## config.mk

```make
export PLATFORM = sky130hd
export DESIGN_NAME = hilo_muldiv
export DESIGN_NICKNAME = d
export VERILOG_FILES = /design/src/rtl/mips_pkg.sv /design/src/rtl/hilo_muldiv.sv
export SDC_FILE = /design/constraint.sdc
export NUM_CORES = 1
export LEC_CHECK = 0
export CAP_MARGIN = 5
export CORE_MARGIN = 2
export CORE_UTILIZATION = 40
export CTS_CLUSTER_DIAMETER = 60
export CTS_CLUSTER_SIZE = 28
export DETAILED_ROUTE_END_ITERATION = 12
export PLACE_DENSITY_LB_ADDON = 0.15
export SYNTH_ARGS = -nofsm -noshare
export SYNTH_HDL_FRONTEND = slang
export SYNTH_SLANG_ARGS = --single-unit
```

## constraint.sdc

```tcl
create_clock -name clk -period 12.6 [get_ports clk]
set_clock_uncertainty 0.05 [all_clocks]
set_input_delay 2.52 -clock clk [delete_from_list [all_inputs] [get_ports clk]]
set_output_delay 2.52 -clock clk [all_outputs]
set_load 0.005 [all_outputs]
```

## src/rtl/mips_pkg.sv

```systemverilog
// Shared decode constants and state encoding for the MIPS integer pipeline blocks.
package mips_pkg;

    localparam logic [5:0] FUNCT_MFHI  = 6'h10;
    localparam logic [5:0] FUNCT_MTHI  = 6'h11;
    localparam logic [5:0] FUNCT_MFLO  = 6'h12;
    localparam logic [5:0] FUNCT_MTLO  = 6'h13;
    localparam logic [5:0] FUNCT_MULT  = 6'h18;
    localparam logic [5:0] FUNCT_MULTU = 6'h19;
    localparam logic [5:0] FUNCT_DIV   = 6'h1A;
    localparam logic [5:0] FUNCT_DIVU  = 6'h1B;

    typedef enum logic [1:0] {
        ST_IDLE = 2'd0,
        ST_MUL  = 2'd1,
        ST_DIV  = 2'd2,
        ST_FIX  = 2'd3
    } muldiv_state_t;

    // Signed variants take operand magnitudes and fix the sign at the end.
    function automatic logic is_signed_funct(input logic [5:0] f);
        return (f == FUNCT_MULT) || (f == FUNCT_DIV);
    endfunction

endpackage

```

## src/rtl/hilo_muldiv.sv

```systemverilog
// Iterative MULT/MULTU/DIV/DIVU unit holding the architectural HI/LO registers.
// Define MULDIV_DIV_EN to build the divider; without it DIV/DIVU are ignored.
module hilo_muldiv #(
    parameter int WIDTH = 32
) (
    input  logic             clk,
    input  logic             reset,
    input  logic             start,
    input  logic [5:0]       funct,
    input  logic [WIDTH-1:0] rs_val,
    input  logic [WIDTH-1:0] rt_val,
    output logic             busy,
    output logic             done,
    output logic [WIDTH-1:0] hi,
    output logic [WIDTH-1:0] lo
);
    import mips_pkg::*;

    localparam int CW = $clog2(WIDTH + 1);

    muldiv_state_t      state;
    logic [CW-1:0]      count;
    logic [2*WIDTH-1:0] acc;
    logic [WIDTH-1:0]   operand;
    logic               neg_lo;
    logic               neg_hi;

    logic               rs_neg;
    logic               rt_neg;
    logic [WIDTH-1:0]   rs_mag;
    logic [WIDTH-1:0]   rt_mag;
    logic               accept;
    logic               last_step;
    logic [WIDTH:0]     mul_sum;
    logic [2*WIDTH-1:0] mul_next;
    logic [2*WIDTH-1:0] result;
`ifdef MULDIV_DIV_EN
    logic [WIDTH:0]     div_trial;
    logic [2*WIDTH-1:0] div_next;
`endif

    assign busy      = (state == ST_MUL) || (state == ST_DIV);
    assign done      = (state == ST_FIX);
    assign accept    = start && ((state == ST_IDLE) || (state == ST_FIX));
    assign last_step = (count == CW'(WIDTH));

    always_comb begin
        rs_neg = is_signed_funct(funct) && rs_val[WIDTH-1];
        rt_neg = is_signed_funct(funct) && rt_val[WIDTH-1];
        rs_mag = rs_neg ? -rs_val : rs_val;
        rt_mag = rt_neg ? -rt_val : rt_val;
    end

    // Shift-add: the multiplier sits in the low half and drains out as the product shifts in.
    always_comb begin
        mul_sum  = {1'b0, acc[2*WIDTH-1:WIDTH]} + (acc[0] ? {1'b0, operand} : '0);
        mul_next = {mul_sum, acc[WIDTH-1:1]};
    end

`ifdef MULDIV_DIV_EN
    // Restoring step: remainder in the high half, dividend bits shift out of the low half
    // while quotient bits shift in behind them.
    always_comb begin
        div_trial = acc[2*WIDTH-1:WIDTH-1] - {1'b0, operand};
        if (!div_trial[WIDTH]) begin
            div_next = {div_trial[WIDTH-1:0], acc[WIDTH-2:0], 1'b1};
        end else begin
            div_next = {acc[2*WIDTH-2:0], 1'b0};
        end
    end
`endif

    always_comb begin
        result = neg_lo ? -acc : acc;
`ifdef MULDIV_DIV_EN
        if (state == ST_DIV) begin
            result[2*WIDTH-1:WIDTH] = neg_hi ? -acc[2*WIDTH-1:WIDTH] : acc[2*WIDTH-1:WIDTH];
            result[WIDTH-1:0]       = neg_lo ? -acc[WIDTH-1:0] : acc[WIDTH-1:0];
        end
`endif
    end

    // The sign fix-up and HI/LO write happen on the edge that enters FIX, so FIX is the done cycle
    // and can accept the next command.
    always_ff @(posedge clk or posedge reset) begin
        if (reset) begin
            state   <= ST_IDLE;
            count   <= '0;
            acc     <= '0;
            operand <= '0;
            neg_lo  <= 1'b0;
            neg_hi  <= 1'b0;
            hi      <= '0;
            lo      <= '0;
        end else begin
            case (state)
                ST_IDLE, ST_FIX: begin
                    state <= ST_IDLE;
                    if (accept) begin
                        if ((funct == FUNCT_MULT) || (funct == FUNCT_MULTU)) begin
                            acc     <= {{WIDTH{1'b0}}, rt_mag};
                            operand <= rs_mag;
                            neg_lo  <= rs_neg ^ rt_neg;
                            neg_hi  <= 1'b0;
                            count   <= '0;
                            state   <= ST_MUL;
`ifdef MULDIV_DIV_EN
                        end else if ((funct == FUNCT_DIV) || (funct == FUNCT_DIVU)) begin
                            state <= ST_DIV;
                            if (rt_val == '0) begin
                                // Divide by zero skips iteration: the forced result waits in acc unsigned.
                                acc     <= {rs_val, {WIDTH{1'b1}}};
                                operand <= '0;
                                neg_lo  <= 1'b0;
                                neg_hi  <= 1'b0;
                                count   <= CW'(WIDTH);
                            end else begin
                                acc     <= {{WIDTH{1'b0}}, rs_mag};
                                operand <= rt_mag;
                                neg_lo  <= rs_neg ^ rt_neg;
                                neg_hi  <= rs_neg;
                                count   <= '0;
                            end
`endif
                        end else if (funct == FUNCT_MTHI) begin
                            hi <= rs_val;
                        end else if (funct == FUNCT_MTLO) begin
                            lo <= rs_val;
                        end
                    end
                end
                ST_MUL: begin
                    if (last_step) begin
                        hi    <= result[2*WIDTH-1:WIDTH];
                        lo    <= result[WIDTH-1:0];
                        state <= ST_FIX;
                    end else begin
                        acc   <= mul_next;
                        count <= count + CW'(1);
                    end
                end
`ifdef MULDIV_DIV_EN
                ST_DIV: begin
                    if (last_step) begin
                        hi    <= result[2*WIDTH-1:WIDTH];
                        lo    <= result[WIDTH-1:0];
                        state <= ST_FIX;
                    end else begin
                        acc   <= div_next;
                        count <= count + CW'(1);
                    end
                end
`endif
                default: state <= ST_IDLE;
            endcase
        end
    end

endmodule

```

==> out/metrics.yaml <==
sta:
  hold_ws_ns: 0.4288
  min_period_ns: 5.572
  max_slew_margin_pct: 27.16
  setup_tns_ns: 0
  worstMarginPinSlew_ns: 1.093
  finalMaxSlewViolations: 0
  fmax_mhz: 179.5
  setup_violations: 0
  fin_crit_sh_pct: 44.22
  rsz0062_at_grt: "no"
  hold_viol: 0
power:
  power.density_nw_per_um2: 138.6
  peakVddDrop_mv: 0.09762
  power.leakage_nw: 5.883
floorplanning:
  die_height_um: 173.6
  io_pins: 139
  coreArea_sq_um: 28550
  initial_utilization_pct: 40.31
  rows: 62
  dieArea_sq_um: 30140
  die_w_um: 173.6
place:
  port-buffer-count: 138
  place_hpwl_um: 27820
  place.gp.congestion: 0.9076
  place_area_sq_um: 13160
clocking:
  clockBufferDepth: 2
  cts_tree: "done"
  cts_hold_buf: 0
  cts-htree-levels: 4
  postCtsResizedCells: 0
  cts.sinks: 169
  clk_latency_ns: 0.44
  cts_setup_buffers: 0
  cts_root_buffer: "clkbuf_16"
  numCtsBuffers: 17
  cts.clk_slew.worst_paths_ns: 0.07
job:
  cap_violations: 0
hold_path:
  min_path_type: "register to register"
grt:
  gr-total-overflow: 0
  grt_max_degree: 82
  antenna_found_initial: 0
  grt_first_pass_wirelength_um: 57360
  grtUsageTotal_pct: 24.33
  grt_pass1_vias: 9975
yosys:
  synth-edff-count: 0
  synthCells: 1355
  synth_nets: 1469
  yosysSeqAreaShare_pct: 36.76
  syn_area_sq_um: 11510
  ys_types: 63
  async_flop_share_pct: 100.0
  yosysWarnings: 0
  avgSynthCellArea_sq_um: 8.492
  synth_ff_type: "dfrtp_1"
  synth-seq-cells: 169
finish:
  final_cell_area_sq_um: 13760
  nets: 1549
  layout-drive-gt1-share_pct: 5.249
  n_fill_cell: 2797
  area_delta_synth_final_pct: 19.58
  diodes: 0
outcome:
  outcome: "finished clean"
detailed_routing:
  vias: 10420
  ant_nets: 0
  vias_per_cell: 5.690
  wire_per_inst_um: 20.13
  remaining_drc_errors: 0
  wl_um: 36880
  initialDrtViolationCount: 779
  dr.pass1.iters: 5
setup_path:
  critical_path_class: "primary input to register"
  arrival_ns: 5.79
  critPathCaptureType: "register"
  path_max_fanout: 5
  setup.worst_path.start_class: "primary input"
  required_ns: 12.82
-- final timing paths --
check	cells past startpoint	slack, ns	endpoint	startpoint
setup reg to reg	11	8.65	acc[59]	acc[0]
setup / recovery	9	7.03	operand[30]	rs_val[3]
hold / removal	2	0.43	operand[12]	operand[12]
max in group asynchronous	3	8.71	operand[3]	reset
hold reg to reg	2	0.43	operand[12]	operand[12]
min in group asynchronous	2	2.48	lo[20]	reset
-- metrics by stage --
step | worst slack [ns] | instances | total power [mW] | util [%]
6_report | 7.028 | 1832 | 1.907 | 48.20
5_1_grt | 6.780 | 1832 | 2.007 | 48.20
4_1_cts | 7.124 | 1832 | 1.914 | 48.20
3_5_place_dp | 6.666 | 1800 | 1.377 | 46.09
3_3_place_gp | 6.742 | 1800 | 1.365 | 46.09
2_1_floorplan | 5.455 | 1355 | 1.068 | -
-- flip-flops by register name (all words and copies together), names as in the netlist --
| signal | flops |
|---|---|
| state | 2 |
| hi | 32 |
| count | 6 |
| lo | 32 |
| operand | 32 |
| acc | 64 |
| neg_lo | 1 |
-- power breakdown --
group | leakage [nW] | switching [mW] | total, mW | internal (mW)
registers | 2.23 | 0.150 | 0.817 | 0.667
logic | 3.35 | 0.285 | 0.552 | 0.268
clock network | 0.294 | 0.269 | 0.538 | 0.268
total | 5.88 | 0.704 | 1.91 | 1.20
-- synthesized netlist by cell type (3+ instances only) --
library cell	n	area share [%]
buf_1	5	0.16
o21ai_1	7	0.30
o41ai_1	19	1.4
nand3b_1	4	0.26
nor4_1	16	0.87
or2_2	7	0.38
o21a_1	4	0.26
inv_1	21	0.69
o211ai_1	6	0.39
or4_4	4	0.39
a31oi_1	5	0.27
xor2_1	97	7.4
xnor2_1	48	3.7
o21ai_0	166	7.2
nand3_1	14	0.61
a22o_1	5	0.38
or3b_2	3	0.23
or3_1	17	0.92
or4_1	11	0.72
a22oi_1	7	0.46
a221oi_1	4	0.30
buf_2	4	0.17
and3_1	10	0.54
a21oi_1	84	3.7
a211oi_1	41	2.7
nand2b_1	12	0.65
nor3_1	13	0.57
and2_1	34	1.8
a311oi_1	3	0.23
mux2i_1	7	0.61
nor2_1	90	2.9
nand4_1	13	0.71
clkbuf_1	80	2.6
dfrtp_1	169	37
o31ai_1	27	1.8
o21bai_1	3	0.20
nand2_1	150	4.9
o22ai_1	15	0.82
ha_1	40	4.3
o31ai_2	4	0.43
nor2b_1	8	0.43
a21o_1	51	3.3
-- per-layer routing --
metal  part of all wire, %  GRT usage (%)  up-vias
met5                     0              0        -
met4                   2.5          7.423        0
met3                   4.4          3.662       47
met2                    48          40.67      298
met1                    45          32.67     5051
li1                      -              -     5028
-- cells in the final DEF (no fill, tap or decap), drive strengths merged, types with 41 or more instances in the layout --
cell           count
a21oi             84
xor2              97
xnor2             48
dfrtp            169
o21ai            173
nand2            150
a211oi            41
a21o              51
clkdlybuf4s50    138
nor2              90
-- worst max-delay path: stages --
cell and delay (ns):
clkdlybuf4s50_1 0.55, or3_1 0.44, or3b_2 0.53, nor4_1 0.61, nand3b_1 0.29, o21ai_0 0.41
o21ai_0 0.19, xnor2_1 0.15, o21ai_0 0.09
-- kinds of logic (layout without fill, tap and decap cells) --
group                      Yosys count  in the layout  share of synthesized area, %
DFF                                169            169                         36.76
buffers and inverters              111            204                         3.730
xor gates and xnor gates           145            145                         11.04
adders and majority gates           41             41                         4.524
muxes                                7              7                        0.6090
and+or+nand+nor                    417            417                         17.88
AOI/OAI and AO/OA                  465            465                         25.47
-- area by class of cell --
| cell class | count | area, sq um | share of cell area, % |
|---|---|---|---|
| clock inverter | 15 | 175.2 | 1.273 |
| sequential | 169 | 4230 | 30.74 |
| timing repair buffer | 151 | 1479 | 10.75 |
| inverter | 21 | 83.83 | 0.6093 |
| multi-input combinational | 1075 | 6885 | 50.04 |
| clock buffer | 17 | 425.4 | 3.092 |
| tap | 384 | 480.5 | 3.492 |
Note: power is estimated with default switching activity, not from simulation.
